$ cat src/rtl/fp32_sig_align_add_norm_if.sv
// Operand/result bus of the FP32 significand align-add-normalise stage.
//   in_valid, sig_non_shift, sig_shift, shift_amt, exp_in : operands, producer -> stage
//   out_valid, norm_sig, norm_exp, cout, overflow, zero   : registered result, stage -> consumer
// master = operand producer / result consumer; slave = the datapath stage.
interface fp32_sig_align_add_norm_if;
    logic        in_valid;
    logic [23:0] sig_non_shift;
    logic [23:0] sig_shift;
    logic [7:0]  shift_amt;
    logic [7:0]  exp_in;
    logic        out_valid;
    logic [23:0] norm_sig;
    logic [7:0]  norm_exp;
    logic        cout;
    logic        overflow;
    logic        zero;

    modport master (
        output in_valid, sig_non_shift, sig_shift, shift_amt, exp_in,
        input  out_valid, norm_sig, norm_exp, cout, overflow, zero
    );

    modport slave (
        input  in_valid, sig_non_shift, sig_shift, shift_amt, exp_in,
        output out_valid, norm_sig, norm_exp, cout, overflow, zero
    );
endinterface

$ cat src/rtl/fp32_sig_align_add_norm.sv
// Registered significand datapath of the FP32 adder: right-align the
// smaller-exponent significand, carry-select add, normalise, adjust exponent.
// Ports:
//   clk   : clock, all state on rising edge
//   rst_n : synchronous active-low reset, clears all outputs
//   bus   : slave side of fp32_sig_align_add_norm_if (operands in, result out)
// Latency 1; data outputs hold while in_valid is low.
module fp32_sig_align_add_norm (
    input  logic                          clk,
    input  logic                          rst_n,
    fp32_sig_align_add_norm_if.slave      bus
);
    localparam int unsigned SIG_W  = 24;
    localparam int unsigned HALF_W = 12;
    localparam int unsigned EXP_W  = 8;
    localparam int unsigned LZ_W   = 5;

    logic [SIG_W-1:0]  shifted_c;
    logic [HALF_W:0]   lo_c;
    logic [HALF_W:0]   hi0_c;
    logic [HALF_W:0]   hi1_c;
    logic              carry_c;
    logic [SIG_W-1:0]  sum_c;
    logic [LZ_W-1:0]   lz_c;
    logic              found_c;
    logic [EXP_W-1:0]  lim_c;
    logic [LZ_W-1:0]   s_c;

    logic              valid_d, valid_q;
    logic [SIG_W-1:0]  sig_d, sig_q;
    logic [EXP_W-1:0]  exp_d, exp_q;
    logic              cout_d, cout_q;
    logic              ovf_d, ovf_q;
    logic              zero_d, zero_q;

    // Logical right alignment; any distance >= 24 empties the significand.
    always_comb begin
        shifted_c = '0;
        if (bus.shift_amt < EXP_W'(SIG_W))
            shifted_c = bus.sig_shift >> bus.shift_amt[LZ_W-1:0];
    end

    // Carry-select add: upper half precomputed for both carry-ins.
    always_comb begin
        lo_c    = {1'b0, bus.sig_non_shift[HALF_W-1:0]} + {1'b0, shifted_c[HALF_W-1:0]};
        hi0_c   = {1'b0, bus.sig_non_shift[SIG_W-1:HALF_W]} + {1'b0, shifted_c[SIG_W-1:HALF_W]};
        hi1_c   = hi0_c + (HALF_W+1)'(1);
        carry_c = lo_c[HALF_W] ? hi1_c[HALF_W] : hi0_c[HALF_W];
        sum_c   = {(lo_c[HALF_W] ? hi1_c[HALF_W-1:0] : hi0_c[HALF_W-1:0]), lo_c[HALF_W-1:0]};
    end

    // Leading-zero count of the sum, scanning from the MSB.
    always_comb begin
        lz_c    = '0;
        found_c = 1'b0;
        for (int i = SIG_W - 1; i >= 0; i--) begin
            if (!found_c) begin
                if (sum_c[i]) found_c = 1'b1;
                else          lz_c    = lz_c + LZ_W'(1);
            end
        end
    end

    // Left-shift limited so the exponent never drops below 1 (0 stays 0).
    always_comb begin
        lim_c = bus.exp_in - EXP_W'(1);
        s_c   = '0;
        if (bus.exp_in != '0)
            s_c = (EXP_W'(lz_c) < lim_c) ? lz_c : lim_c[LZ_W-1:0];
    end

    // Normalisation priority and output next-state.
    always_comb begin
        valid_d = 1'b0;
        sig_d   = sig_q;
        exp_d   = exp_q;
        cout_d  = cout_q;
        ovf_d   = ovf_q;
        zero_d  = zero_q;
        if (bus.in_valid) begin
            valid_d = 1'b1;
            cout_d  = carry_c;
            ovf_d   = 1'b0;
            zero_d  = 1'b0;
            if (carry_c && (bus.exp_in >= EXP_W'(254))) begin
                sig_d = 24'h800000;
                exp_d = '1;
                ovf_d = 1'b1;
            end else if (carry_c) begin
                sig_d = {1'b1, sum_c[SIG_W-1:1]};
                exp_d = bus.exp_in + EXP_W'(1);
            end else if (sum_c == '0) begin
                sig_d  = '0;
                exp_d  = '0;
                zero_d = 1'b1;
            end else begin
                sig_d = sum_c << s_c;
                exp_d = bus.exp_in - EXP_W'(s_c);
                // Still not normalised: encode as denormal.
                if (!sig_d[SIG_W-1]) exp_d = '0;
            end
        end
    end

    // Output register stage with synchronous reset.
    always_ff @(posedge clk) begin
        if (!rst_n) begin
            valid_q <= 1'b0;
            sig_q   <= '0;
            exp_q   <= '0;
            cout_q  <= 1'b0;
            ovf_q   <= 1'b0;
            zero_q  <= 1'b0;
        end else begin
            valid_q <= valid_d;
            sig_q   <= sig_d;
            exp_q   <= exp_d;
            cout_q  <= cout_d;
            ovf_q   <= ovf_d;
            zero_q  <= zero_d;
        end
    end

    assign bus.out_valid = valid_q;
    assign bus.norm_sig  = sig_q;
    assign bus.norm_exp  = exp_q;
    assign bus.cout      = cout_q;
    assign bus.overflow  = ovf_q;
    assign bus.zero      = zero_q;
endmodule

$ cat src/flat_wrapper.sv
// flat-port wrapper written by rule: the top's interface ports become plain ports
module fp32_sig_align_add_norm_flat 
  (clk, rst_n, bus_in_valid, bus_sig_non_shift, bus_sig_shift, bus_shift_amt, bus_exp_in, bus_out_valid, bus_norm_sig, bus_norm_exp, bus_cout, bus_overflow, bus_zero);
  fp32_sig_align_add_norm_if bus_i ();
  input  logic clk;
  input  logic rst_n;
  input wire logic [$bits(bus_i.in_valid)-1:0] bus_in_valid;
  input wire logic [$bits(bus_i.sig_non_shift)-1:0] bus_sig_non_shift;
  input wire logic [$bits(bus_i.sig_shift)-1:0] bus_sig_shift;
  input wire logic [$bits(bus_i.shift_amt)-1:0] bus_shift_amt;
  input wire logic [$bits(bus_i.exp_in)-1:0] bus_exp_in;
  output wire logic [$bits(bus_i.out_valid)-1:0] bus_out_valid;
  output wire logic [$bits(bus_i.norm_sig)-1:0] bus_norm_sig;
  output wire logic [$bits(bus_i.norm_exp)-1:0] bus_norm_exp;
  output wire logic [$bits(bus_i.cout)-1:0] bus_cout;
  output wire logic [$bits(bus_i.overflow)-1:0] bus_overflow;
  output wire logic [$bits(bus_i.zero)-1:0] bus_zero;
  assign bus_i.in_valid = bus_in_valid;
  assign bus_i.sig_non_shift = bus_sig_non_shift;
  assign bus_i.sig_shift = bus_sig_shift;
  assign bus_i.shift_amt = bus_shift_amt;
  assign bus_i.exp_in = bus_exp_in;
  assign bus_out_valid = bus_i.out_valid;
  assign bus_norm_sig = bus_i.norm_sig;
  assign bus_norm_exp = bus_i.norm_exp;
  assign bus_cout = bus_i.cout;
  assign bus_overflow = bus_i.overflow;
  assign bus_zero = bus_i.zero;
  fp32_sig_align_add_norm u_core (.clk(clk), .rst_n(rst_n), .bus(bus_i));
endmodule
$ cat config.mk
export PLATFORM = sky130hd
export DESIGN_NAME = fp32_sig_align_add_norm_flat
export DESIGN_NICKNAME = d
export VERILOG_FILES = /design/src/rtl/fp32_sig_align_add_norm_if.sv /design/src/rtl/fp32_sig_align_add_norm.sv /design/src/flat_wrapper.sv
export SDC_FILE = /design/constraint.sdc
export NUM_CORES = 1
export LEC_CHECK = 0
export CORE_MARGIN = 8
export CORE_UTILIZATION = 60
export DETAILED_ROUTE_END_ITERATION = 16
export GPL_TIMING_DRIVEN = 0
export PLACE_DENSITY = 0.84
export RECOVER_POWER = 50
export SYNTH_ARGS = -nofsm -noshare
export SYNTH_HDL_FRONTEND = slang
export SYNTH_SLANG_ARGS = --single-unit
export TNS_END_PERCENT = 1
$ cat constraint.sdc
create_clock -name clk -period 29.1 [get_ports clk]
set_input_delay 2.91 -clock clk [delete_from_list [all_inputs] [get_ports clk]]
set_output_delay 2.91 -clock clk [all_outputs]
set_load 0.005 [all_outputs]
==> results.sh, run 1 <==
export IMPL_status="finished, final reports clean"
export IMPL_drt_first_pass_iters=6
export IMPL_slew_headroom=0.145
export IMPL_fillCellCount=1359
export IMPL_num_vias=10679
export IMPL_clk_latency_ns=0.27
export IMPL_finalSetupTns_ns=0
export IMPL_drive_gt1_frac=0.0662
export IMPL_reg2reg_from="u_core.bus.norm_sig[9]"
export IMPL_rsz0062_at_grt="no"
export IMPL_synth_edf_count=0
export IMPL_place_area_um2=10500
export IMPL_place_congestion=0.996
export IMPL_async_flop_share=0
export IMPL_clock_path_buffers=2
export IMPL_nets=1534
export IMPL_p_leak_nw=4.45
export IMPL_finalMaxSlewViolations=0
export IMPL_htreeDepth=2
export IMPL_numPlacedInstances=1585
export IMPL_ys_warnings_count=0
export IMPL_total_power_mw=0.283
export IMPL_seq_area_frac_synth=0.0776
export IMPL_max_clock_freq_mhz=39.6
export IMPL_numClockSinks=36
export IMPL_final_common_cell="nand2_1"
export IMPL_row_count=45
export IMPL_syn_area_per_cell_um2=7.14
export IMPL_final_antenna_net_count=0
export IMPL_cts_resized_gates=0
export IMPL_cp_data_required_time_ns=29.30
export IMPL_min_path_type="reg2reg"
export IMPL_critPathArrivalTime_ns=25.44
export IMPL_drc=0
export IMPL_finalClockSkew_ns=0
export IMPL_vias_per_cell=6.70
export IMPL_yosys_area_top_type="ha_1"
export IMPL_drv_cap=0
export IMPL_cp_end_kind="register"
export IMPL_syn_area_um2=9290
export IMPL_vdd_drop_max_mv=0.0336
export IMPL_overflow=0
export IMPL_worstSetupPathType="in2reg"
export IMPL_io_pins=103
export IMPL_root_buffer="clkbuf_16"
export IMPL_crit_fanout=10
export IMPL_hold_violations=0
export IMPL_diodes=0
export IMPL_hold_buffers=0
export IMPL_fp_dieH_um=140
export IMPL_drt_iter0_drc=1226
export IMPL_routed_wl_um=31400
export IMPL_cp_slowest_stage_delay_ns=1.06
export IMPL_period_minus_slack_ns=25.24
export IMPL_grt_usage=0.309
export IMPL_power_density_nw_per_um2=26.6
export IMPL_synth_seq_cells=36
export IMPL_synth_nets=1430
export IMPL_clkSlewWorstSetupHoldPaths_ns=0.05
export IMPL_netlist_top_cells_area="ha_1, dfxtp_1, mux2i_1"
export IMPL_die_x_um=140
export IMPL_synthFlopType="dfxtp_1"
export IMPL_tritoncts="done"
export IMPL_crit_path_start="bus_shift_amt[0]"
export IMPL_post_cts_buffers=0
export IMPL_die_area_um2=19700
export IMPL_final_cells=1593
export IMPL_core_area_um2=15100
export IMPL_grt_pass1_wl_um=51500
export IMPL_avgRoutedWirePerCell_um=19.7
export IMPL_start_util=0.613
export IMPL_synth_cell_type_count=96
export IMPL_stdcell_area_um2=10700
export IMPL_crit_top_cell="ha_1"
export IMPL_worst_slew_pin_slew_ns=1.28
export IMPL_mostFrequentLayoutCells="nand2_1, nor2_1, a21oi_1"
export IMPL_setup_viol=0
export IMPL_pre_cts_ws_ns=4.09
export IMPL_grt_max_degree=12
export IMPL_synth_top_area_share=0.0808
export IMPL_detailed_place_hpwl_um=25800
export IMPL_antenna_found_initial=0
export IMPL_cts_made_buffers=5
export IMPL_layout_setup_ws_ns=3.86
export IMPL_worstHoldStart="u_core.bus.norm_sig[19]"
export IMPL_synthCells=1300
export IMPL_numPortBuffers=97
export IMPL_grt_pass1_vias=9999
export IMPL_synthToLayoutAreaGrowth_pct=14.8
export IMPL_cp_slowest_cell="a211oi_1"
export IMPL_finalCritPeriodShare=0.867
export IMPL_cp_start_kind="input pin"
[cell usage after synthesis, drive strengths merged (18+ instances only)]
library cell  number
inv               38
dfxtp             36
o21ai             97
nor2             127
mux2              22
a21oi            105
and2              19
nand2            130
ha                60
buf               18
nor3              34
a211oi            35
nand3             58
a21o              21
xor2              28
mux2i             71
xnor2             46
clkbuf            52
[kinds of logic (layout without fill, tap and decap cells)]
kind of cell / after synthesis / count (layout) / share of synthesized area
simple gates: 489 / 489 / 0.259
flops: 36 / 36 / 0.0776
xor+xnor: 82 / 82 / 0.0900
mux: 107 / 107 / 0.138
buf+inv: 111 / 216 / 0.0472
fa+ha+maj: 66 / 66 / 0.0905
compound gates: 409 / 409 / 0.298
[worst paths after layout]
check | endpoint | slack (ns) | cells after the start
hold / removal | u_core.bus.norm_sig[19] | 0.44 | 2
setup reg to reg | u_core.bus.norm_sig[9] | 28.17 | 3
hold reg to reg | u_core.bus.norm_sig[19] | 0.44 | 2
setup / recovery | u_core.bus.norm_exp[7] | 3.86 | 97
[through the flow]
| stage | utilization | hold slack (ns) |
|---|---|---|
| finish | 0.704 | 0.439 |
| global route | 0.704 | 0.463 |
| CTS | 0.704 | 0.442 |
| detailed placement | 0.693 | 0.434 |
| global placement | 0.693 | 0.430 |
| floorplan | - | 0.439 |
[registers in the layout, indices dropped and copies added, names as in the netlist]
signal,cells
u_core.bus.cout,1
u_core.bus.norm_exp,8
u_core.bus.norm_sig,24
u_core.bus.out_valid,1
u_core.bus.overflow,1
u_core.bus.zero,1
[layer usage]
metal,vias up,global-route usage,share of wire,wire (um)
met5,-,0,0,0
met1,4873,0.415,0.43,13700
li1,5114,-,-,-
met4,0,0.103,0.030,953
met2,592,0.495,0.44,13900
met3,100,0.0449,0.092,2900
[critical path: cells and delay by family]
family,cells,cell delay [ns]
buffers and inverters,9,3.19
XOR/XNOR,4,0.94
AND/OR/NAND/NOR,26,4.04
multiplexers,4,0.60
AO/OA/AOI/OAI,37,8.53
adder cells (fa/ha/maj),17,5.23
[where the power goes]
group / internal, mW / leakage [nW] / switching [mW]
sequential: 0.0545 / 0.297 / 0.00290
clock: 0.0403 / 0.0808 / 0.0199
combinational: 0.0695 / 4.07 / 0.0964
total: 0.164 / 4.45 / 0.119
[area by class of cell]
type | count | area (um^2) | share of cell area
sequential | 36 | 721 | 0.0676
clock buffer | 6 | 129 | 0.0121
inverter | 41 | 154 | 0.0144
clock inverter | 2 | 35.0 | 0.00329
tap | 188 | 235 | 0.0221
timing repair buffer | 97 | 971 | 0.0911
multi-input combinational | 1153 | 8130 | 0.763
buffer | 70 | 284 | 0.0266
(Power assumes the default switching activity.)
==> run 2: changes to the inputs <==
--- a/config.mk
+++ b/config.mk
@@ -9,6 +9,7 @@
 export CORE_UTILIZATION = 60
 export DETAILED_ROUTE_END_ITERATION = 16
 export GPL_TIMING_DRIVEN = 0
+export HOLD_SLACK_MARGIN = 0.12
 export PLACE_DENSITY = 0.84
 export RECOVER_POWER = 50
 export SYNTH_ARGS = -nofsm -noshare
==> results of run 2 <==
The final DEF is identical to that of run 1; final timing and power are the same.
==> run 3: changes to the inputs <==
--- a/config.mk
+++ b/config.mk
@@ -5,6 +5,7 @@
 export SDC_FILE = /design/constraint.sdc
 export NUM_CORES = 1
 export LEC_CHECK = 0
+export CORE_ASPECT_RATIO = 0.6
 export CORE_MARGIN = 8
 export CORE_UTILIZATION = 60
 export DETAILED_ROUTE_END_ITERATION = 16
==> run 3 against run 2 <==
  * Worst setup slack got worse by 1.1 ns
  * Hold slack improved by 0.0073 ns
  * Die area rose by 0.66%
  * Flip-flop and latch count did not move
  * Count of clock-buffer cells in the layout fell by 1
  * Combinational power rose by 3%
  * Non-clock buffer count did not move
  * Global-route usage rose by 1.6 points
  * Largest cell class unchanged
==> results.sh, run 3 (same netlist as run 1, synthesis figures left out) <==
export IMPL_largest_register_ffs=24
export IMPL_root_buffer="clkbuf_16"
export IMPL_hold_violations=0
export IMPL_grt_usage=0.325
export IMPL_worstSetupPathType="in2reg"
export IMPL_combPwrFrac=0.606
export IMPL_avgRoutedWirePerCell_um=21.0
export IMPL_place_congestion=1.06
export IMPL_hold_buffers=0
export IMPL_reg2reg_from="u_core.bus.norm_sig[13]"
export IMPL_synthToLayoutAreaGrowth_pct=14.8
export IMPL_holdPathStages=2
export IMPL_diodes=0
export IMPL_numPortBuffers=97
export IMPL_cp_slowest_cell="a211oi_1"
export IMPL_p_seq_frac=0.203
export IMPL_row_count=35
export IMPL_tritoncts="done"
export IMPL_p_leak_nw=4.44
export IMPL_busiest_layer="met1"
export IMPL_max_clock_freq_mhz=38.0
export IMPL_grt_util_met3=0.130
export IMPL_grt_max_degree=13
export IMPL_finalMaxSlewViolations=0
export IMPL_slew_headroom=0.0287
export IMPL_r2r_end="u_core.bus.norm_sig[13]"
export IMPL_cp_data_required_time_ns=29.32
export IMPL_vdd_drop_max_mv=0.0287
export IMPL_drc=0
export IMPL_finalCritPeriodShare=0.904
export IMPL_vias_per_cell=6.88
export IMPL_nets=1534
export IMPL_total_power_mw=0.282
export IMPL_worstHoldStart="u_core.bus.norm_sig[19]"
export IMPL_critPathArrivalTime_ns=26.51
export IMPL_crit_top_cell="ha_1"
export IMPL_final_common_cell="nand2_1"
export IMPL_met2_usage=0.399
export IMPL_path_buf_inv=9
export IMPL_cp_start_kind="input pin"
export IMPL_setup_viol=0
export IMPL_antenna_found_initial=0
export IMPL_drt_iter0_drc=1815
export IMPL_rsz0062_at_grt="no"
export IMPL_fillCellCount=1321
export IMPL_path_depth=97
export IMPL_core_area_um2=15200
export IMPL_final_cells=1608
export IMPL_clock_path_buffers=2
export IMPL_numPlacedInstances=1600
export IMPL_min_path_type="reg2reg"
export IMPL_clkPwrFrac=0.191
export IMPL_drv_cap=0
export IMPL_die_area_um2=19800
export IMPL_crit_fanout=10
export IMPL_numClockSinks=36
export IMPL_power_density_nw_per_um2=26.5
export IMPL_cts_resized_gates=0
export IMPL_start_util=0.609
export IMPL_overflow=0
export IMPL_post_cts_buffers=0
export IMPL_worst_slew_pin_slew_ns=1.45
export IMPL_io_pins=103
export IMPL_grt_use_met1=0.507
export IMPL_drive_gt1_frac=0.0669
export IMPL_critPathTopFamily="compound AO/OA/AOI/OAI gates"
export IMPL_p_sw_mw=0.126
export IMPL_fp_dieH_um=112
export IMPL_p_int_mw=0.156
export IMPL_reg2reg_setup_slack_ns=28.19
export IMPL_grt_pass1_wl_um=52800
export IMPL_whs_endpoint="u_core.bus.norm_sig[19]"
export IMPL_detailed_place_hpwl_um=27900
export IMPL_drt_first_pass_iters=8
export IMPL_mostFrequentLayoutCells="nand2_1, nor2_1, a21oi_1"
export IMPL_holdWs_ns=0.446
export IMPL_period_minus_slack_ns=26.30
export IMPL_die_x_um=177
export IMPL_cp_end_kind="register"
export IMPL_cts_made_buffers=5
export IMPL_layout_setup_ws_ns=2.80
export IMPL_reg2reg_depth=2
export IMPL_finalClockSkew_ns=0
export IMPL_swShare=0.448
export IMPL_pre_cts_ws_ns=3.59
export IMPL_status="finished, final reports clean"
export IMPL_htreeDepth=2
export IMPL_finalSetupTns_ns=0
export IMPL_clkSlewWorstSetupHoldPaths_ns=0.06
export IMPL_clk_latency_ns=0.28
export IMPL_final_antenna_net_count=0
export IMPL_grt_pass1_vias=9535
export IMPL_cp_slowest_stage_delay_ns=1.22
export IMPL_num_vias=11063
export IMPL_routed_wl_um=33800
## run 3: layout make-up
type	count	area, um^2	area share
multi-input cells	1153	8130	0.763
repair buffers	97	971	0.0911
flip-flops and latches	36	721	0.0676
plain buffers	70	284	0.0266
well taps	203	254	0.0238
inverters	41	154	0.0144
clock buffers	5	125	0.0117
clock inverters	3	18.8	0.00176
## run 3: worst max path at each step
stage	startpoint	endpoint	slack [ns]
4_1_cts	bus_shift_amt[0]	u_core.bus.norm_exp[7]	3.79
6_report	bus_shift_amt[0]	u_core.bus.norm_exp[7]	2.80
3_5_place_dp	bus_shift_amt[0]	u_core.bus.norm_exp[7]	3.59
3_3_place_gp	bus_shift_amt[0]	u_core.bus.norm_exp[7]	4.05
2_1_floorplan	bus_shift_amt[0]	u_core.bus.norm_exp[7]	7.79
5_1_grt	bus_shift_amt[0]	u_core.bus.norm_exp[7]	1.28
## run 3: through the flow
stage,cell area [um^2],utilization
global placement,10500,0.690
floorplan,9290,-
CTS,10700,0.699
finish,10700,0.700
global route,10700,0.700
detailed placement,10500,0.690
## run 3: power by group through the flow
stage	clock (mW)	combinational, mW	sequential, mW
after floorplan	0	0.109	0.0585
after global placement	0	0.162	0.0582
after detailed placement	0	0.164	0.0582
after CTS	0.0536	0.165	0.0573
after global routing	0.0565	0.183	0.0577
final	0.0539	0.171	0.0572
## run 3: per-layer routing
metal,share of wire,vias to the layer above
met5,0.0060,-
met4,0.0089,6
met3,0.16,54
met2,0.36,743
met1,0.47,5166
li1,-,5094
## run 3: worst reg2reg max path, cell delays in order, from the launching register on
cell and delay (ns):
dfxtp_1 0.32, a222oi_1 0.39, nor2_1 0.07
